File: config.mk
export PLATFORM = sky130hd
export DESIGN_NAME = fft_addr_gen_flat
export DESIGN_NICKNAME = d
export VERILOG_FILES = /design/src/rtl/fft_addr_gen_if.sv /design/src/rtl/fft_addr_gen.sv /design/src/flat_wrapper.sv
export SDC_FILE = /design/constraint.sdc
export NUM_CORES = 1
export LEC_CHECK = 0
export ABC_AREA = 1
export CAP_MARGIN = 5
export CELL_PAD_IN_SITES_DETAIL_PLACEMENT = 2
export CELL_PAD_IN_SITES_GLOBAL_PLACEMENT = 2
export CORE_ASPECT_RATIO = 1.4
export CORE_MARGIN = 4
export CORE_UTILIZATION = 25
export CTS_CLUSTER_SIZE = 8
export DETAILED_ROUTE_END_ITERATION = 12
export PLACE_DENSITY_LB_ADDON = 0.15
export RECOVER_POWER = 50
export SLEW_MARGIN = 20
export SYNTH_ARGS = -nofsm -noshare
export SYNTH_HDL_FRONTEND = slang
export SYNTH_SLANG_ARGS = --single-unit
File: constraint.sdc
create_clock -name clk -period 1.7 [get_ports clk]
set_input_delay 0.34 -clock clk [delete_from_list [all_inputs] [get_ports clk]]
set_output_delay 0.34 -clock clk [all_outputs]
set_load 0.03 [all_outputs]
File: src/rtl/fft_addr_gen_if.sv
`default_nettype none
// ============================================================================
// Module      : fft_addr_gen_if
// Description : Beat stream from the FFT address sequencer to the sample RAM /
//               twiddle ROM consumer. One beat = {addr_a, addr_b, twiddle}
//               plus phase/stage tags, transferred on out_valid & out_ready.
//   Ports (master = sequencer side):
//     out_valid      beat present
//     out_ready      consumer accepts the beat (driven by slave)
//     load_phase     beat belongs to the bit-reversed LOAD pass
//     stage          butterfly stage (0 during LOAD)
//     addr_a/addr_b  LOAD: bitrev(idx)/idx; COMPUTE: top/bottom address
//     twiddle        twiddle ROM index (0 during LOAD)
//     last_in_stage  final beat of the LOAD pass or of a stage
// Revision    : 1.0 - initial release
// ============================================================================
interface fft_addr_gen_if #(
    parameter int LOG2N = 4
);
    localparam int SW = (LOG2N > 2) ? $clog2(LOG2N) : 1;

    logic             out_valid;
    logic             out_ready;
    logic             load_phase;
    logic [SW-1:0]    stage;
    logic [LOG2N-1:0] addr_a;
    logic [LOG2N-1:0] addr_b;
    logic [LOG2N-2:0] twiddle;
    logic             last_in_stage;

    modport master (
        output out_valid,
        output load_phase,
        output stage,
        output addr_a,
        output addr_b,
        output twiddle,
        output last_in_stage,
        input  out_ready
    );

    modport slave (
        input  out_valid,
        input  load_phase,
        input  stage,
        input  addr_a,
        input  addr_b,
        input  twiddle,
        input  last_in_stage,
        output out_ready
    );
endinterface
`default_nettype wire

File: src/rtl/fft_addr_gen.sv
`default_nettype none
// ============================================================================
// Module      : fft_addr_gen
// Description : Self-running radix-2 in-place DIT FFT address sequencer.
//               After start it optionally emits a bit-reversed LOAD pass
//               (N beats), then every butterfly of every stage
//               (LOG2N * N/2 beats) on a valid/ready stream, then pulses
//               done for one cycle.
//   Ports:
//     clk        system clock, rising edge
//     rst_n      asynchronous active-low reset
//     start      begin a sequence (sampled only while idle)
//     skip_load  sampled with start; 1 = go straight to COMPUTE
//     bus        fft_addr_gen_if.master beat stream
//     busy       high during LOAD and COMPUTE
//     done       one-cycle pulse after the final COMPUTE beat is accepted
// Revision    : 1.0 - initial release
// ============================================================================
module fft_addr_gen #(
    parameter int LOG2N = 4
) (
    input  wire logic          clk,
    input  wire logic          rst_n,
    input  wire logic          start,
    input  wire logic          skip_load,
    fft_addr_gen_if.master     bus,
    output logic               busy,
    output logic               done
);

    localparam int SW = (LOG2N > 2) ? $clog2(LOG2N) : 1;

    localparam logic [LOG2N-1:0] c_last_idx = '1;              // N-1
    localparam logic [LOG2N-2:0] c_last_j   = '1;              // N/2-1
    localparam logic [SW-1:0]    c_last_s   = SW'(LOG2N - 1);
    localparam logic [LOG2N-1:0] c_one      = LOG2N'(1);
    localparam logic [LOG2N-2:0] c_one_j    = (LOG2N-1)'(1);

    typedef enum logic [1:0] {
        ST_IDLE    = 2'd0,
        ST_LOAD    = 2'd1,
        ST_COMPUTE = 2'd2,
        ST_DONE    = 2'd3
    } state_t;

    state_t           state_q, state_d;
    // Shared beat counter: idx (LOG2N bits) in LOAD, j (low LOG2N-1 bits)
    // in COMPUTE. Only one of the two passes is ever active.
    logic [LOG2N-1:0] cnt_q,   cnt_d;
    logic [SW-1:0]    stage_q, stage_d;

    // ------------------------------------------------------------------
    // Counter decode
    // ------------------------------------------------------------------
    logic [LOG2N-2:0] w_j;
    logic [LOG2N-1:0] w_h;
    logic [LOG2N-2:0] w_mask;
    logic [LOG2N-2:0] w_pos;
    logic [LOG2N-2:0] w_grp_bits;
    logic [LOG2N-1:0] w_cmp_a;
    logic [LOG2N-1:0] w_cmp_b;
    logic [LOG2N-2:0] w_tw;
    logic [LOG2N-1:0] w_rev;

    assign w_j = cnt_q[LOG2N-2:0];
    assign w_h = c_one << stage_q;

    // Mask of the low s bits of j. In the last stage 1<<s overflows the
    // (LOG2N-1)-bit width to zero, and 0-1 gives the all-ones mask needed.
    assign w_mask     = (c_one_j << stage_q) - c_one_j;
    assign w_pos      = w_j & w_mask;
    assign w_grp_bits = w_j & ~w_mask;

    // grp*2h + pos is j with a zero inserted at bit position s: the group
    // bits move up by one, the position bits stay put.
    assign w_cmp_a = {w_grp_bits, 1'b0} | {1'b0, w_pos};
    assign w_cmp_b = w_cmp_a | w_h;

    // pos < 2**s, so shifting by LOG2N-1-s always fits in LOG2N-1 bits.
    assign w_tw = w_pos << (c_last_s - stage_q);

    always_comb begin
        w_rev = '0;
        for (int k = 0; k < LOG2N; k++) begin
            w_rev[k] = cnt_q[LOG2N-1-k];
        end
    end

    // ------------------------------------------------------------------
    // State register
    // ------------------------------------------------------------------
    always_ff @(posedge clk or negedge rst_n) begin
        if (!rst_n) begin
            state_q <= ST_IDLE;
            cnt_q   <= '0;
            stage_q <= '0;
        end else begin
            state_q <= state_d;
            cnt_q   <= cnt_d;
            stage_q <= stage_d;
        end
    end

    // ------------------------------------------------------------------
    // Next-state logic. Counters move only when a beat is accepted, so a
    // stalled beat keeps every output stable.
    // ------------------------------------------------------------------
    always_comb begin
        state_d = state_q;
        cnt_d   = cnt_q;
        stage_d = stage_q;

        case (state_q)
            ST_IDLE: begin
                if (start) begin
                    state_d = skip_load ? ST_COMPUTE : ST_LOAD;
                    cnt_d   = '0;
                    stage_d = '0;
                end
            end

            ST_LOAD: begin
                if (bus.out_ready) begin
                    if (cnt_q == c_last_idx) begin
                        state_d = ST_COMPUTE;
                        cnt_d   = '0;
                        stage_d = '0;
                    end else begin
                        cnt_d = cnt_q + c_one;
                    end
                end
            end

            ST_COMPUTE: begin
                if (bus.out_ready) begin
                    if (w_j == c_last_j) begin
                        cnt_d = '0;
                        if (stage_q == c_last_s) begin
                            state_d = ST_DONE;
                            stage_d = '0;
                        end else begin
                            stage_d = stage_q + SW'(1);
                        end
                    end else begin
                        cnt_d = cnt_q + c_one;
                    end
                end
            end

            ST_DONE: begin
                // start is deliberately not looked at here
                state_d = ST_IDLE;
            end

            default: begin
                state_d = ST_IDLE;
            end
        endcase
    end

    // ------------------------------------------------------------------
    // Output decode: everything is zero outside LOAD/COMPUTE, so an
    // asynchronous reset clears the outputs without waiting for a clock.
    // ------------------------------------------------------------------
    logic             w_valid;
    logic             w_load;
    logic [SW-1:0]    w_stage;
    logic [LOG2N-1:0] w_addr_a;
    logic [LOG2N-1:0] w_addr_b;
    logic [LOG2N-2:0] w_twiddle;
    logic             w_last;

    always_comb begin
        w_valid   = 1'b0;
        w_load    = 1'b0;
        w_stage   = '0;
        w_addr_a  = '0;
        w_addr_b  = '0;
        w_twiddle = '0;
        w_last    = 1'b0;

        case (state_q)
            ST_LOAD: begin
                w_valid  = 1'b1;
                w_load   = 1'b1;
                w_addr_a = w_rev;
                w_addr_b = cnt_q;
                w_last   = (cnt_q == c_last_idx);
            end
            ST_COMPUTE: begin
                w_valid   = 1'b1;
                w_stage   = stage_q;
                w_addr_a  = w_cmp_a;
                w_addr_b  = w_cmp_b;
                w_twiddle = w_tw;
                w_last    = (w_j == c_last_j);
            end
            default: begin
            end
        endcase
    end

    assign bus.out_valid     = w_valid;
    assign bus.load_phase    = w_load;
    assign bus.stage         = w_stage;
    assign bus.addr_a        = w_addr_a;
    assign bus.addr_b        = w_addr_b;
    assign bus.twiddle       = w_twiddle;
    assign bus.last_in_stage = w_last;

    assign busy = w_valid;
    assign done = (state_q == ST_DONE);

endmodule
`default_nettype wire

File: src/flat_wrapper.sv
// flat-port wrapper written by rule: the top's interface ports become plain ports
module fft_addr_gen_flat 
#(
    parameter int LOG2N = 4
)
  (clk, rst_n, start, skip_load, busy, done, bus_out_valid, bus_load_phase, bus_stage, bus_addr_a, bus_addr_b, bus_twiddle, bus_last_in_stage, bus_out_ready);
  fft_addr_gen_if #(.LOG2N(LOG2N)) bus_i ();
  input  wire logic clk;
  input  wire logic rst_n;
  input  wire logic start;
  input  wire logic skip_load;
  output logic busy;
  output logic done;
  output wire logic [$bits(bus_i.out_valid)-1:0] bus_out_valid;
  output wire logic [$bits(bus_i.load_phase)-1:0] bus_load_phase;
  output wire logic [$bits(bus_i.stage)-1:0] bus_stage;
  output wire logic [$bits(bus_i.addr_a)-1:0] bus_addr_a;
  output wire logic [$bits(bus_i.addr_b)-1:0] bus_addr_b;
  output wire logic [$bits(bus_i.twiddle)-1:0] bus_twiddle;
  output wire logic [$bits(bus_i.last_in_stage)-1:0] bus_last_in_stage;
  input wire logic [$bits(bus_i.out_ready)-1:0] bus_out_ready;
  assign bus_out_valid = bus_i.out_valid;
  assign bus_load_phase = bus_i.load_phase;
  assign bus_stage = bus_i.stage;
  assign bus_addr_a = bus_i.addr_a;
  assign bus_addr_b = bus_i.addr_b;
  assign bus_twiddle = bus_i.twiddle;
  assign bus_last_in_stage = bus_i.last_in_stage;
  assign bus_i.out_ready = bus_out_ready;
  fft_addr_gen #(.LOG2N(LOG2N)) u_core (.clk(clk), .rst_n(rst_n), .start(start), .skip_load(skip_load), .bus(bus_i), .busy(busy), .done(done));
endmodule
Yosys cells after proc, flatten, opt, wreduce, memory -nomap -nowiden
Index checks and enable logic that the tools add are counted.

operators by class
  add/subtract/negate cells = 4
  equal/unequal tests = 12
  shift operators = 3
  multiplexer cells = 28
  bitwise logic cells = 5
  reduce and logical (&&, ||, !) cells = 6

operators with widths
  kind                                              number
  2-to-1 mux 2 bit                                  14
  2-to-1 mux 4 bit                                  5
  one-hot mux 4 bit (2 select lines)                2
  one-hot mux 4 bit (3 select lines)                1
  AND reduction 6 bit                               2
  one-hot mux 2 bit (4 select lines)                1
  bitwise AND 3 bit                                 2
  equality test 2 bit, second input constant        3
  != test 2 x 1 -> 1 bit, second input constant     3
  != test 2 bit, second input constant              3
  one-hot mux 2 bit (3 select lines)                1
  adder 4 x 1 -> 4 bit, second input constant       1
  equality test 4 bit, second input constant        1
  bitwise OR 4 x 3 -> 4 bit                         1
  bitwise OR 4 bit                                  1
  AND reduction 4 bit                               1
  left shift 1 x 2 -> 4 bit, first input constant   1
  equality test 3 bit, second input constant        1
  2-to-1 mux 3 bit                                  1
  NOT 3 bit                                         1
  nonzero test 3 bit                                1
  left shift 1 x 2 -> 3 bit, first input constant   1
  left shift 3 x 2 -> 3 bit                         1
  subtractor 3 x 1 -> 3 bit, second input constant  1
  7 further kinds                                   8

word-level totals
  flip-flop bits (word level) = 8
  input port bits = 5
  output and inout bits = 18
  logic and storage cells = 61

Depth between registers and ports, before layout
Gate-level depths: netlist of run 1.

  depth in word-level cells = 7
  mapped depth = 9
  depth with buffers taken out = 9

Worst setup path before layout of run 1
No wires, ideal clock.

  kind = register -> output
  start = register u_core.state_q[0]
  end = output port bus_addr_b[0]
  arrival time = 1.850 ns
  data required time = 1.360 ns
  slack = -0.490 ns
  cell stages (with the launch flop) = 5
  buffers on the path = 0
  path through = dfrtp_1 -> inv_1 -> ha_1 -> inv_1 -> nor3_1

on the way
  cells in the longest elaborated chain, start to end = 2
  elaborated cells on any way between the ends = 3
  classes of those cells = 2 x eq/ne; 1 x mux

ends and longest elaborated chain
  what                                                                 line                 text
  start, declared                                                      fft_addr_gen.sv:46   state_t state_q, state_d;
  start signal, assigned                                               fft_addr_gen.sv:98   state_q <= state_d;
  equality test 2 bit or equality test 2 x 1 -> 1 bit (tied branches)  fft_addr_gen.sv:182  case (state_q)
  one-hot mux 4 bit (2 select lines) (*)                               fft_addr_gen.sv:182
  end, declared                                                        flat_wrapper.sv:18   output wire logic [$bits(bus_i.addr_b)-1:0] bus_addr_b;

Mark *: on every way between the ends. The rest lies on a longest branch, timed or not.

Worst setup path after layout of run 1
  start = register u_core.state_q[1]
  end = output port bus_addr_b[0]

The elaborated chain is that of the path after synthesis.

==> flow_summary.toml, run 1 <==
[status]
status = "finished, violations left"
violations = "negative setup slack"

[drt]
route.detailed.drc = 0
drt_wl_total_mm = 4.48
route.antenna.remaining_nets = 0
viasPerCell = 4.82
post_drt_wl_per_cell_um = 19.4
drtIter0Drc = 19
vias = 1114
first_pass_iters = 3

[setup_path]
worstPathCellList = "ha_4, buf_12, buf_4, a21oi_1, nor3_4, buf_6"
timing.critical_path.from = "u_core.state_q[1]"
crit_slowest_cell = "dfrtp_2"
rr_startpoint = "u_core.state_q[1]"
critPathRequiredTime_ps = 1360
timing_worst_setup_path_type = "reg -> out"
critical_path_buf_inv_count = 3
critical_path.top_delay_family = "flip-flops"
startpoint_type = "flop"
cp.arrival_ps = 1620
critPathMaxFanout = 5
cp-end-kind = "output port"
slowest_delay_ps = 430

[timing]
worstMarginPinSlew_ps = 429
layout_setup_ws_ps = -255
max_freq_ghz = 0.511
grt_setup_unrepaired = "true"
hold_violations = 0
maxSlewHeadroom_pct = 71.3
finClkSkew_ps = 3.49
setup_violations = 13
fin_crit_ps = 1960
hold_ws_ps = 483
final.period_utilization_pct = 115
slew_viol_final = 0

[synth]
ys_types = 22
yosys.area_share.adder_pct = 15.3
synth_fp_nets = 153
syn_area_per_cell_um2 = 6.55
netlist.area_leader.share_pct = 22.3
muxShareOfSynthArea_pct = 0
synth_top_cell_by_area = "dfrtp_1"
syn_inst = 137
synth-seq-area-share_pct = 22.3
synth.top_cells.by_area = "dfrtp_1 (22%), nand2_1 (21%), ha_1 (15%), inv_1 (7.9%), nand3_1 (5.6%)"
ys_ff_latch = 8
netlist_area_um2 = 897
synth-simple-area-share_pct = 34.9
yosys_warnings = 0
synth_top_family_by_area = "simple AND/OR/NAND/NOR gates"
synth-compound-area-share_pct = 13.8
synthXorXnorAreaFrac_pct = 0.976

[grt]
use_met3_pct = 1.46
met1_usage_pct = 18.9
grt-ovfl-total = 0
top_usage_layer = "met2"
globalRouteMet2Util_pct = 36.6
grt_max_degree = 9
grt_pass1_vias = 1293
grt_usage_pct = 18.2
antenna_found_initial = 0
grt_pass1_wl_mm = 6.36

[placed_design]
dp_hpwl_mm = 2.98
post_dp_cell_area_mm2 = 0.00140
port_buffers = 22
place.gp.congestion = 0.755

[clock_tree]
cts_tree = "built"
cts_buffers = 3
cts.sinks = 8
cts-root-buf = "clkbuf_8"
postCtsHoldBufs = 0
path_clk_slew_ps = 40
htreeDepth = 1
cts_max_path_buffers = 2
clk_latency_ps = 230

[floorplan]
io_pins = 23
die_w_um = 58.6
die_area_mm2 = 0.00462
die_h_um = 78.9
row_count = 25
core_area_mm2 = 0.00341
start_util_pct = 26.3

[finish]
final_layout_size_suffix_gt1_share_pct = 56.5
multi_input_area_um2 = 877
stdcell_area_mm2 = 0.00180
n_antenna_cell = 0
fillers = 370
syn2layout_area_growth_pct = 100
final_core_util_pct = 52.7
seqCellArea_um2 = 203
final_nets = 209

[power]
p_leak_nw = 0.866
peakVddDrop_uv = 1200
powerDensity_mw_per_mm2 = 1710

[run]
drv_cap = 0

[worst_hold_path]
min-delay-path-class = "in -> async"
==> per-layer routing <==
layer / routed length (um) / vias up
li1: - / 541
met1: 1710 / 548
met2: 2610 / 19
met3: 89 / 6
met4: 65 / 0
met5: 0 / -
==> synth_stat cells <==
cell type / instances
nand4_1: 1
inv_2: 1
o21a_1: 1
buf_2: 1
inv_1: 19
nor2_1: 5
buf_6: 1
nand2_1: 50
buf_4: 3
a21oi_4: 1
a21oi_1: 9
o21bai_4: 1
ha_1: 11
nand3_1: 10
dfrtp_1: 8
nor3_1: 1
nor2_2: 2
nand3b_1: 3
o21ai_0: 6
xnor2_1: 1
nand3_2: 1
a31oi_1: 1
==> metrics by stage <==
stage / setup TNS, ps / power (mW) / setup slack (ps) / std cells
CTS: -2590 / 2.64 / -253 / 227
floorplan: -376 / 1.38 / -81.5 / 137
detailed placement: -2560 / 2.16 / -316 / 220
finish: -2450 / 3.07 / -255 / 231
global route: -3560 / 3.27 / -330 / 231
global placement: -1210 / 2.08 / -184 / 220
==> sequential cells by signal, indices dropped and copies added (netlist names) <==
name            cells
u_core.state_q      2
u_core.stage_q      2
u_core.cnt_q        4
==> cell usage in the layout (no fill, tap or decap), types with 2 or more instances in the layout <==
cell / instances
ha_1: 5
nand2_1: 39
dfrtp_1: 6
nand3_4: 3
nor2_1: 3
nand2_4: 7
clkdlybuf4s50_1: 3
inv_2: 10
ha_4: 6
a21oi_1: 3
buf_6: 24
nand3_2: 3
clkbuf_8: 3
nand3_1: 5
o21ai_1: 2
dfrtp_2: 2
buf_12: 2
o21ai_0: 3
inv_1: 8
buf_4: 26
a21oi_4: 7
nor2_2: 3
nand3b_1: 3
nand2_2: 4
==> cell families after synthesis <==
| family | count (synthesis) |
|---|---|
| and+or+nand+nor | 73 |
| DFF | 8 |
| xor gates and xnor gates | 1 |
| buffers and inverters | 25 |
| adders and majority gates | 11 |
| AOI/OAI and AO/OA | 19 |
==> worst reg2reg max path, stage by stage, from the launching register on <==
cell,delay (ps)
dfrtp_2,430
ha_4,200
buf_12,140
inv_2,80
buf_4,130
nor2_2,40
a21oi_4,220
buf_4,160
nand3_1,70
nand2_1,70
==> cell type report <==
cell class                      instances  share of cell area, %
Inverter                               20                   4.52
Clock buffer                            3                   2.30
Multi-Input combinational cell        104                   48.8
Sequential cell                         8                   11.3
Timing Repair Buffer                   56                   30.3
Tap cell                               40                   2.78
==> final timing paths <==
path	slack [ps]	endpoint	cells after the start
max	-260	bus_addr_b[0]	6
min	480	u_core.stage_q[1]	1
max reg2reg	80	u_core.state_q[1]	9
min reg2reg	600	u_core.cnt_q[1]	3
max in group asynchronous	900	u_core.state_q[1]	1
min in group clk	600	u_core.cnt_q[1]	3
==> power by group <==
group,total [mW],switching [mW],internal (mW)
clock,0.238,0.0841,0.154
combinational,2.53,1.42,1.11
sequential,0.297,0.0522,0.245
total,3.07,1.56,1.51
==> timing repair <==
item | 4_1_cts | 5_1_grt
pin swaps | 6 | 18
gates cloned | 0 | 0
endpoints found under the setup margin | 20 | 18
resized for setup | 29 | 48
setup buffers | 4 | 5
hold endpoints to repair | 0 | 0
Power figures use the tool's default switching activity.
==> run 2: changes to the inputs <==
REMOVE_ABC_BUFFERS = 1   (was default)
clock period = 1.93 ns   (was 1.7 ns; I/O delays follow)
==> run 2 against run 1 <==
- register-to-register slack hardly changed
- routed wire length is 4.6% lower
- clock power is 11% lower
- core utilization is 6.8 points lower
- critical endpoint is now bus_last_in_stage
- final cell count is 3.0% lower
- the run still ends with negative setup slack left
- setup slack better by 200 ps
- sequential share of layout area is 1.7 points higher
- critical path depth stayed put
- cell area is 13% lower
- die area stayed put
==> flow_summary.toml, run 2 (same netlist as run 1, synthesis figures left out) <==
[status]
status = "finished, violations left"
violations = "negative setup slack"

[setup_path]
critPathRequiredTime_ps = 1540
critPathMaxFanout = 6
timing.rr.end = "u_core.stage_q[1]"
startpoint_type = "flop"
timing.critical_path.from = "u_core.state_q[1]"
cp-end-kind = "output port"
reg2reg_depth = 10
timing_worst_setup_path_type = "reg -> out"
rrSetupSlack_ps = 70
cp.arrival_ps = 1600
rr_startpoint = "u_core.state_q[1]"

[timing]
slew_viol_final = 0
hold_violations = 0
finClkSkew_ps = 0.553
hold_ws_ps = 534
layout_setup_ws_ps = -57.6
max_freq_ghz = 0.503
grt_setup_unrepaired = "true"
final.period_utilization_pct = 103
setup_violations = 6
tns_ps = -213
worstMarginPinSlew_ps = 440
maxSlewHeadroom_pct = 70.6
fin_crit_ps = 1990

[floorplan]
core_area_mm2 = 0.00341
start_util_pct = 26.3
die_w_um = 58.6
die_area_mm2 = 0.00462
die_h_um = 78.9
io_pins = 23
row_count = 25

[power]
p_leak_nw = 0.774
peakVddDrop_uv = 615
powerDensity_mw_per_mm2 = 1480

[drt]
vias = 1107
drt_wl_total_mm = 4.27
route.detailed.drc = 0
post_drt_wl_per_cell_um = 19.1
drtIter0Drc = 46
viasPerCell = 4.94
first_pass_iters = 4
route.antenna.remaining_nets = 0

[placed_design]
port_buffers = 22
dp_hpwl_mm = 2.67
place.gp.congestion = 0.793

[finish]
final_cell_mix = "nand2_1 (42), buf_4 (31), inv_1 (11), buf_6 (11), nand2_2 (7)"
syn2layout_area_growth_pct = 74.6
top_regs = "u_core.cnt_q x4, u_core.stage_q x2, u_core.state_q x2"
final_layout_size_suffix_gt1_share_pct = 50.0
fillers = 398
final_common_cell = "nand2_1"
n_antenna_cell = 0
largest_register = "u_core.cnt_q"
final_core_util_pct = 45.9
largest_register_ffs = 4
final_nets = 202

[grt]
antenna_found_initial = 0
grt_pass1_wl_mm = 6.02
grt_pass1_vias = 1230
grt_max_degree = 15
grt_usage_pct = 16.6
grt-ovfl-total = 0

[clock_tree]
cts_tree = "built"
cts_buffers = 3
path_clk_slew_ps = 50
cts-root-buf = "clkbuf_8"
clk_latency_ps = 230
cts_max_path_buffers = 2
htreeDepth = 1
cts.sinks = 8

[worst_hold_path]
min-delay-path-class = "in -> async"

[run]
drv_cap = 0
-- run 2: cell count changes in the layout (fill, tap and decap cells not counted), sizes merged --
cell	previous run	this run
buf	52	43
clkbuf	3	4
clkinvlp	1	0
dlygate4sd2	0	1
inv	19	20
-- run 2: repair_timing --
| action | 4_1_cts | 5_1_grt |
|---|---|---|
| pin swaps | 6 | 12 |
| hold buffers | 0 | 0 |
| setup endpoints to repair | 15 | 10 |
| setup buffers | 9 | 8 |
| resized for setup | 28 | 37 |
-- run 2: layout make-up --
type / count / area [um2] / share of cell area [%]
clock buffers: 3 / 41.3 / 2.64
inverters: 20 / 82.6 / 5.27
multi-input cells: 104 / 757 / 48.3
flip-flops and latches: 8 / 203 / 12.9
well taps: 40 / 50.0 / 3.19
repair buffers: 49 / 433 / 27.6
-- run 2: worst max path at each step --
stage	cells after the start	slack, ps	to
2_1_floorplan	4	-530	bus_addr_b[0]
3_3_place_gp	7	20	bus_twiddle[1]
3_5_place_dp	7	-60	bus_twiddle[1]
4_1_cts	9	-30	bus_addr_a[2]
5_1_grt	5	-130	bus_addr_b[3]
6_report	6	-60	bus_last_in_stage
-- run 2: stage by stage --
| stage | cell area (um2) | cells | total power, mW | setup WS, ps |
|---|---|---|---|---|
| after floorplan | 858 | 132 | 0.988 | -527 |
| after global placement | 1160 | 204 | 1.43 | 24.3 |
| after detailed placement | 1160 | 204 | 1.48 | -63.3 |
| after CTS | 1380 | 216 | 1.98 | -27.0 |
| after global routing | 1570 | 224 | 2.48 | -128 |
| final | 1570 | 224 | 2.31 | -57.6 |
-- run 2: power breakdown --
group	internal (mW)	switching, mW
Sequential	0.215	0.0473
Clock	0.136	0.0768
Combinational	0.768	1.07
Total	1.12	1.20
-- run 2: critical path, cell delays in order (launching register included) --
cell	delay, ps
dfrtp_2	430
inv_2	110
ha_4	180
clkbuf_4	190
nand4_1	120
a21oi_1	160
buf_4	180
-- run 2: routing by layer --
| layer | GRT usage, % | vias to the layer above | share of wire [%] |
|---|---|---|---|
| li1 | - | 525 | - |
| met1 | 17.5 | 564 | 38 |
| met2 | 33.3 | 18 | 60 |
| met3 | 2.44 | 0 | 2.0 |
| met4 | 3.40 | 0 | 0 |
| met5 | 0 | - | 0 |
==> run 3: changes to the inputs <==
GPL_TIMING_DRIVEN = 0   (was default)
==> run 3 against run 2 <==
- the flow still finishes with violations (negative setup slack)
- cell area down 9.3%
- final cell count shrank 3.6%
- clock power decreased by 2%
- power down 14%
- die area is the same
- global-route usage shrank 0.077 points
- count of clock-buffer cells in the layout is the same
- largest power group unchanged
- highest routed layer is now met4
==> flow_summary.toml, run 3 (same netlist as run 1, synthesis figures left out) <==
[grt]
grt_pass1_wl_mm = 5.90
grt-ovfl-total = 0
grt_pass1_vias = 1214
grt_usage_pct = 16.5
antenna_found_initial = 0
grt_max_degree = 10

[power]
peakVddDrop_uv = 615
powerDensity_mw_per_mm2 = 1400
power_mw = 1.99
p_leak_nw = 0.717

[setup_path]
rrSetupSlack_ps = 180
crit_end = "bus_addr_b[3]"
timing_worst_setup_path_type = "reg -> out"
timing.rr.end = "u_core.state_q[1]"
critPathMaxFanout = 6
critPathRequiredTime_ps = 1540
rr_startpoint = "u_core.state_q[1]"
timing.critical_path.from = "u_core.stage_q[0]"
cp.arrival_ps = 1630
cp-end-kind = "output port"
startpoint_type = "flop"
reg2reg_depth = 10

[timing]
worstMarginPinSlew_ps = 423
layout_setup_ws_ps = -82.0
slew_viol_final = 0
hold_ws_ps = 527
hold_violations = 0
fin_crit_ps = 2010
maxSlewHeadroom_pct = 71.7
grt_setup_unrepaired = "true"
setup_violations = 7
max_freq_ghz = 0.497
finClkSkew_ps = 0.902
tns_ps = -233
final.period_utilization_pct = 104

[floorplan]
die_w_um = 58.6
core_area_mm2 = 0.00341
row_count = 25
io_pins = 23
die_area_mm2 = 0.00462
die_h_um = 78.9
start_util_pct = 26.3

[drt]
drt_wl_total_mm = 3.53
route.detailed.drc = 0
vias = 1067
viasPerCell = 4.94
post_drt_wl_per_cell_um = 16.3
first_pass_iters = 3
route.antenna.remaining_nets = 0
drtIter0Drc = 15

[clock_tree]
cts_buffers = 3
cts-root-buf = "clkbuf_8"
postCtsHoldBufs = 0
cts_max_path_buffers = 2
clk_latency_ps = 230
path_clk_slew_ps = 40
cts_tree = "built"
cts.sinks = 8
htreeDepth = 1

[finish]
syn2layout_area_growth_pct = 58.4
top_regs = "u_core.cnt_q x4, u_core.stage_q x2, u_core.state_q x2"
n_antenna_cell = 0
largest_register_ffs = 4
largest_register = "u_core.cnt_q"
fillers = 413
final_common_cell = "nand2_1"
seqCellArea_um2 = 205
final_nets = 194
stdcell_area_mm2 = 0.00142
final_cell_mix = "nand2_1 (42), buf_4 (21), inv_1 (13), nand2_2 (8), buf_6 (8)"
final_layout_size_suffix_gt1_share_pct = 42.0
multi_input_area_um2 = 687

[placed_design]
post_dp_cell_area_mm2 = 0.00113
place.gp.congestion = 0.762
dp_hpwl_mm = 2.41
port_buffers = 22

[status]
violations = "negative setup slack"
status = "finished, violations left"

[run]
drv_cap = 0

[worst_hold_path]
min-delay-path-class = "in -> async"
-- run 3: worst min path at each step --
stage,from,endpoint,cells past startpoint
3_5_place_dp,u_core.state_q[1],u_core.state_q[1],2
2_1_floorplan,rst_n,u_core.cnt_q[0],0
3_3_place_gp,u_core.state_q[1],u_core.state_q[1],2
5_1_grt,rst_n,u_core.state_q[0],1
6_report,rst_n,u_core.cnt_q[3],1
4_1_cts,rst_n,u_core.cnt_q[3],1
-- run 3: where the power goes --
part	internal [mW]	switching, mW
Clock	0.136	0.0720
Combinational	0.603	0.918
Sequential	0.217	0.0455
Total	0.956	1.04
-- run 3: final cells by class --
class	count	area share [%]
multi-input cells	104	48.3
repair buffers	41	25.4
well taps	40	3.52
inverters	20	5.46
clock buffers	3	2.90
flip-flops and latches	8	14.4
-- run 3: timing repair --
action                                  in CTS  in global routing
pin swaps                                    3                  8
gates resized for setup                     96                 36
buffers inserted                            15                  4
endpoints found under the setup margin      19                 14
-- run 3: worst max-delay path, stage by stage (launching register included) --
cell and delay, ps:
dfrtp_2 440, buf_6 150, ha_1 210, nand3b_1 200, a31oi_1 200, buf_4 200
-- run 3: routing by layer --
layer,part of all wire (%),GRT usage [%],vias up
li1,-,-,512
met4,1.4,4.31,0
met3,3.3,2.28,5
met5,0,0,-
met1,38,16.9,532
met2,58,33.3,18
-- run 3: through the flow --
step / setup slack [ps] / cells / util (%)
after floorplan: -527 / 132 / -
after global placement: -807 / 194 / 33.1
after detailed placement: -823 / 194 / 33.1
after CTS: -40.7 / 212 / 38.9
after global routing: -167 / 216 / 41.7
final: -82.0 / 216 / 41.7
